==> src/rtl/tdpram_port_arb.sv <==
`default_nettype none
// ============================================================================
// Module      : tdpram_port_arb
// Description : Two-requester round-robin front end for one RAM port, with an
//               optional post-reset zero-fill and per-read return routing.
// Revision    : 1.0 - initial release
// ============================================================================
module tdpram_port_arb #(
    parameter int ADDR_WIDTH   = 10,
    parameter int DATA_WIDTH   = 32,
    parameter int READ_LATENCY = 1,
    parameter int INIT_CLEAR   = 1
) (
    input  logic                  clk,
    input  logic                  rst,
    input  logic                  m0_valid,
    output logic                  m0_ready,
    input  logic                  m0_we,
    input  logic [ADDR_WIDTH-1:0] m0_addr,
    input  logic [DATA_WIDTH-1:0] m0_wdata,
    output logic                  m0_rvalid,
    output logic [DATA_WIDTH-1:0] m0_rdata,
    input  logic                  m1_valid,
    output logic                  m1_ready,
    input  logic                  m1_we,
    input  logic [ADDR_WIDTH-1:0] m1_addr,
    input  logic [DATA_WIDTH-1:0] m1_wdata,
    output logic                  m1_rvalid,
    output logic [DATA_WIDTH-1:0] m1_rdata,
    output logic                  ram_en,
    output logic                  ram_we,
    output logic [ADDR_WIDTH-1:0] ram_addr,
    output logic [DATA_WIDTH-1:0] ram_din,
    input  logic [DATA_WIDTH-1:0] ram_dout,
    input  logic                  ram_parity_err,
    output logic                  init_done,
    output logic                  err_sticky
);

    localparam logic [0:0] c_ST_CLEAR = 1'b0;
    localparam logic [0:0] c_ST_RUN   = 1'b1;
    localparam logic [0:0] c_ST_RESET = (INIT_CLEAR != 0) ? c_ST_CLEAR : c_ST_RUN;
    localparam logic [ADDR_WIDTH-1:0] c_CLR_LAST = '1;
    localparam logic [ADDR_WIDTH-1:0] c_CNT_ONE  = {{(ADDR_WIDTH-1){1'b0}}, 1'b1};

    logic [0:0]              r_state;
    logic [0:0]              w_state_next;
    logic [ADDR_WIDTH-1:0]   r_clr_cnt;
    logic                    r_last_grant;
    logic                    r_err;
    logic [READ_LATENCY-1:0] r_ret_vld;
    logic [READ_LATENCY-1:0] r_ret_id;
    logic                    w_gnt0;
    logic                    w_gnt1;
    logic                    w_rd_acc;
    logic                    w_ret_vld;
    logic                    w_ret_id;

    // State register
    always_ff @(posedge clk or posedge rst) begin
        if (rst) begin
            r_state <= c_ST_RESET;
        end else begin
            r_state <= w_state_next;
        end
    end

    // Next-state logic: CLEAR runs once through the whole address space
    always_comb begin
        w_state_next = r_state;
        if (r_state == c_ST_CLEAR && r_clr_cnt == c_CLR_LAST) begin
            w_state_next = c_ST_RUN;
        end
    end

    // Grant is valid-qualified, so a grant is always an acceptance
    always_comb begin
        w_gnt0 = 1'b0;
        w_gnt1 = 1'b0;
        if (r_state == c_ST_RUN) begin
            if (m0_valid && m1_valid) begin
                w_gnt0 = r_last_grant;
                w_gnt1 = !r_last_grant;
            end else begin
                w_gnt0 = m0_valid;
                w_gnt1 = m1_valid;
            end
        end
    end

    assign w_rd_acc  = (w_gnt0 && !m0_we) || (w_gnt1 && !m1_we);
    assign w_ret_vld = r_ret_vld[READ_LATENCY-1];
    assign w_ret_id  = r_ret_id[READ_LATENCY-1];

    always_ff @(posedge clk or posedge rst) begin
        if (rst) begin
            r_clr_cnt    <= '0;
            r_last_grant <= 1'b1;
            r_err        <= 1'b0;
            r_ret_vld    <= '0;
            r_ret_id     <= '0;
        end else begin
            if (r_state == c_ST_CLEAR && r_clr_cnt != c_CLR_LAST) begin
                r_clr_cnt <= r_clr_cnt + c_CNT_ONE;
            end
            if (w_gnt0) begin
                r_last_grant <= 1'b0;
            end else if (w_gnt1) begin
                r_last_grant <= 1'b1;
            end
            if (w_ret_vld && ram_parity_err) begin
                r_err <= 1'b1;
            end
            r_ret_vld[0] <= w_rd_acc;
            r_ret_id[0]  <= w_gnt1;
            for (int i = 1; i < READ_LATENCY; i++) begin
                r_ret_vld[i] <= r_ret_vld[i-1];
                r_ret_id[i]  <= r_ret_id[i-1];
            end
        end
    end

    // Outputs are forced low for as long as rst is held
    always_comb begin
        m0_ready   = 1'b0;
        m1_ready   = 1'b0;
        m0_rvalid  = 1'b0;
        m1_rvalid  = 1'b0;
        ram_en     = 1'b0;
        ram_we     = 1'b0;
        ram_addr   = '0;
        ram_din    = '0;
        init_done  = 1'b0;
        err_sticky = 1'b0;
        if (!rst) begin
            init_done  = (r_state == c_ST_RUN);
            err_sticky = r_err;
            m0_ready   = w_gnt0;
            m1_ready   = w_gnt1;
            m0_rvalid  = w_ret_vld && !w_ret_id;
            m1_rvalid  = w_ret_vld && w_ret_id;
            if (r_state == c_ST_CLEAR) begin
                ram_en   = 1'b1;
                ram_we   = 1'b1;
                ram_addr = r_clr_cnt;
            end else if (w_gnt0) begin
                ram_en   = 1'b1;
                ram_we   = m0_we;
                ram_addr = m0_addr;
                ram_din  = m0_wdata;
            end else if (w_gnt1) begin
                ram_en   = 1'b1;
                ram_we   = m1_we;
                ram_addr = m1_addr;
                ram_din  = m1_wdata;
            end
        end
    end

    assign m0_rdata = ram_dout;
    assign m1_rdata = ram_dout;

endmodule
`default_nettype wire

==> config.mk <==
export PLATFORM = sky130hd
export DESIGN_NAME = tdpram_port_arb
export DESIGN_NICKNAME = d
export VERILOG_FILES = /design/src/rtl/tdpram_port_arb.sv
export SDC_FILE = /design/constraint.sdc
export NUM_CORES = 1
export LEC_CHECK = 0
export BUFFER_PORTS_ARGS = -buffer_cell sky130_fd_sc_hd__buf_2
export CAP_MARGIN = 20
export CORE_ASPECT_RATIO = 1.1
export CORE_MARGIN = 10
export CORE_UTILIZATION = 37
export CTS_CLUSTER_DIAMETER = 200
export CTS_CLUSTER_SIZE = 8
export DETAILED_ROUTE_END_ITERATION = 8
export PLACE_DENSITY = 0.88
export SLEW_MARGIN = 20
export SYNTH_ARGS = -nofsm -noshare
export SYNTH_HDL_FRONTEND = slang
export SYNTH_SLANG_ARGS = --single-unit
==> constraint.sdc <==
create_clock -name clk -period 4.7 [get_ports clk]
set_clock_uncertainty 0.1 [all_clocks]
set_input_delay 0.94 -clock clk [delete_from_list [all_inputs] [get_ports clk]]
set_output_delay 0.94 -clock clk [all_outputs]
set_load 0.005 [all_outputs]
==> impl_metrics.json <==
{
  "power_density_nw_per_um2": 124.1,
  "min_period_ps": 3527,
  "htreeDepth": 1,
  "dpl_cell_area_sq_um": 2283,
  "cts.sinks": 15,
  "timing.final.ws_setup_ps": 1173,
  "clockBufferDepth": 2,
  "power_frac_seq": 0.447,
  "cts_tree": "built",
  "die_area_sq_um": 8941,
  "finalHoldViolations": 0,
  "irDropWorstVdd_uv": 101.1,
  "clkTransAtPathRegs_ps": 50,
  "cp_data_arrival_time_ps": 2490,
  "drc": 0,
  "syn_nets": 419,
  "design_area_sq_um": 2328,
  "synth_most_common_cell": "nand3_1",
  "antenna_cells": 0,
  "crit_path_max_fanout": 27,
  "slew_viol_final": 0,
  "tightest_slew_ps": 654.5,
  "grt_pass1_wl_microns": 12650,
  "p_leak_nw": 1.086,
  "die_h_microns": 98.18,
  "synth_edf_count": 0,
  "setup_viol": 0,
  "yosys.area.top_type": "buf_4",
  "ioPinCount": 237,
  "nets": 480,
  "port_buffers": 140,
  "vias": 2377,
  "cts_root_buffer": "clkbuf_8",
  "cts_resized": 0,
  "synthArstFlopShare": 1.000,
  "vias_per_cell": 5.528,
  "hold_path_depth": 1,
  "switching_share": 0.2406,
  "first_pass_iters": 4,
  "grt_usage": 0.1683,
  "rsz0062_at_grt": "false",
  "syn2layout_area_growth_pct": 13.27,
  "grt_pass1_vias": 2325,
  "yosysUniqueCellTypes": 33,
  "min_to": "r_err",
  "rows": 28,
  "end_kind": "output pin",
  "gp_congestion": 0.8340,
  "p_int_mw": 0.2194,
  "critPathLaunchType": "input pin",
  "place_hpwl_microns": 6809,
  "reg2reg_slack_ps": 2680,
  "power_frac_clock": 0.367,
  "status": "complete, no violations",
  "ff2ff_path_depth": 4,
  "combPwrFrac": 0.185,
  "synth_seq_cells": 15,
  "antenna_left": 0,
  "grt_max_degree": 34,
  "yosysSeqAreaShare": 0.1832,
  "hold_buffers": 0,
  "yosysWarnings": 0,
  "clk_latency_ps": 260,
  "synth_flop_cell": "dfrtp_1",
  "r2r-start": "r_state",
  "initial_core_util": 0.3810,
  "antenna_found_initial": 0,
  "hold_class": "reg -> reg",
  "hold_start": "r_err",
  "synth_area_leaders": "buf_4, nand3_1, dfrtp_1",
  "yosys-top-cells-count": "nand3_1, buf_4, a21oi_1",
  "fillers": 571,
  "fin_crit_sh": 0.7505,
  "fmax_ghz": 0.2835,
  "netlist_instances": 295,
  "drt_wl_total_microns": 8307,
  "setup_tns_ps": 0,
  "layout-drive-gt1-share": 0.4338,
  "drt_iter0_drc": 119,
  "coreArea_sq_um": 5395,
  "cts_setup_buffers": 0,
  "grt-ovfl-total": 0,
  "slew_headroom": 0.5637,
  "post-place-ws_ps": 1136,
  "wire_per_inst_microns": 19.32,
  "die_x_microns": 91.07,
  "avgSynthCellArea_sq_um": 6.969,
  "cap_violations": 0,
  "worstReg2RegEnd": "r_ret_vld",
  "yosys.area.top_type_share": 0.2593,
  "worstSetupPathType": "in -> out",
  "required_ps": 3660,
  "syn_area_sq_um": 2056,
  "cts_inserted_buffers": 3,
  "p_sw_mw": 0.06953
}
[how the worst max path moves through the flow]
stage	from	to	slack (ps)	depth (start not counted)
floorplan	rst	ram_din[22]	1640	5
detailed placement	m0_valid	ram_addr[8]	1140	6
CTS	m0_valid	ram_addr[8]	1130	6
global route	m0_valid	ram_addr[1]	1010	6
global placement	m0_valid	ram_addr[1]	1200	6
finish	m0_valid	ram_addr[1]	1170	6
[power by group through the flow]
stage	clock network, mW	registers (mW)	logic, mW
2_1_floorplan	0	0.132	0.0560
3_3_place_gp	0	0.132	0.0528
3_5_place_dp	0	0.132	0.0539
4_1_cts	0.109	0.129	0.0541
5_1_grt	0.114	0.129	0.0594
6_report	0.106	0.129	0.0535
[flip-flops by register name, summed over array words and instances, names as in the netlist]
name	cells
r_ret_id	1
r_clr_cnt	10
r_err	1
r_state	1
r_ret_vld	1
r_last_grant	1
[layout make-up]
class | count | area, sq um | area share
clock buffer | 4 | 45.04 | 0.01934
sequential | 15 | 376.6 | 0.1617
timing repair buffer | 146 | 745.7 | 0.3203
multi-input combinational | 183 | 1041 | 0.4471
tap | 75 | 93.84 | 0.04030
inverter | 7 | 26.28 | 0.01128
[layer usage]
layer  vias to the layer above  part of all wire  GRT usage
li1                       1108                 -          -
met1                      1071              0.36     0.1797
met2                       185              0.51     0.2960
met3                        13              0.11    0.07198
met4                         0             0.014    0.04584
met5                         -                 0          0
[cells in the final DEF (no fill, tap or decap), drive strengths merged]
| cell | netlist | layout |
|---|---|---|
| nand4 | 5 | 5 |
| a21oi | 47 | 47 |
| nor3 | 2 | 2 |
| nand2b | 3 | 3 |
| o21ai | 3 | 3 |
| and2 | 2 | 2 |
| clkbuf | 13 | 4 |
| buf | 77 | 146 |
| a31oi | 4 | 4 |
| ha | 1 | 1 |
| nor3b | 1 | 1 |
| nand2 | 6 | 6 |
| a21o | 1 | 1 |
| nand3 | 76 | 76 |
| nor2b | 3 | 3 |
| mux2 | 4 | 4 |
| and4 | 2 | 2 |
| a2111oi | 1 | 1 |
| dfstp | 1 | 1 |
| nand4b | 2 | 2 |
| a32oi | 9 | 9 |
| dfrtp | 14 | 14 |
| nor2 | 4 | 4 |
| inv | 7 | 7 |
| and3 | 2 | 2 |
| xnor2 | 1 | 1 |
| a21boi | 1 | 1 |
| xor2 | 2 | 2 |
| o22ai | 1 | 1 |
[critical path, stage by stage]
cell and delay [ps]:
buf_2 120, and2_1 550, buf_4 400, a32oi_1 170
a21oi_1 160, buf_2 130
[stage by stage]
| stage | hold slack, ps | utilization | total power, mW | instances |
|---|---|---|---|---|
| 2_1_floorplan | 320.2 | - | 0.1876 | 295 |
| 3_3_place_gp | 330.7 | 0.4232 | 0.1843 | 426 |
| 3_5_place_dp | 338.7 | 0.4232 | 0.1854 | 426 |
| 4_1_cts | 351.2 | 0.4316 | 0.2923 | 430 |
| 5_1_grt | 368.8 | 0.4316 | 0.3029 | 430 |
| 6_report | 346.4 | 0.4316 | 0.2889 | 430 |
[kinds of logic after synthesis]
group	Yosys count	share of synthesized area
mux	4	0.02191
fa+ha+maj	1	0.006085
compound gates	67	0.1899
buf+inv	97	0.3104
simple gates	108	0.2757
xor+xnor	3	0.01278
flops	15	0.1832
No activity file was read; power rests on OpenSTA's default activity.
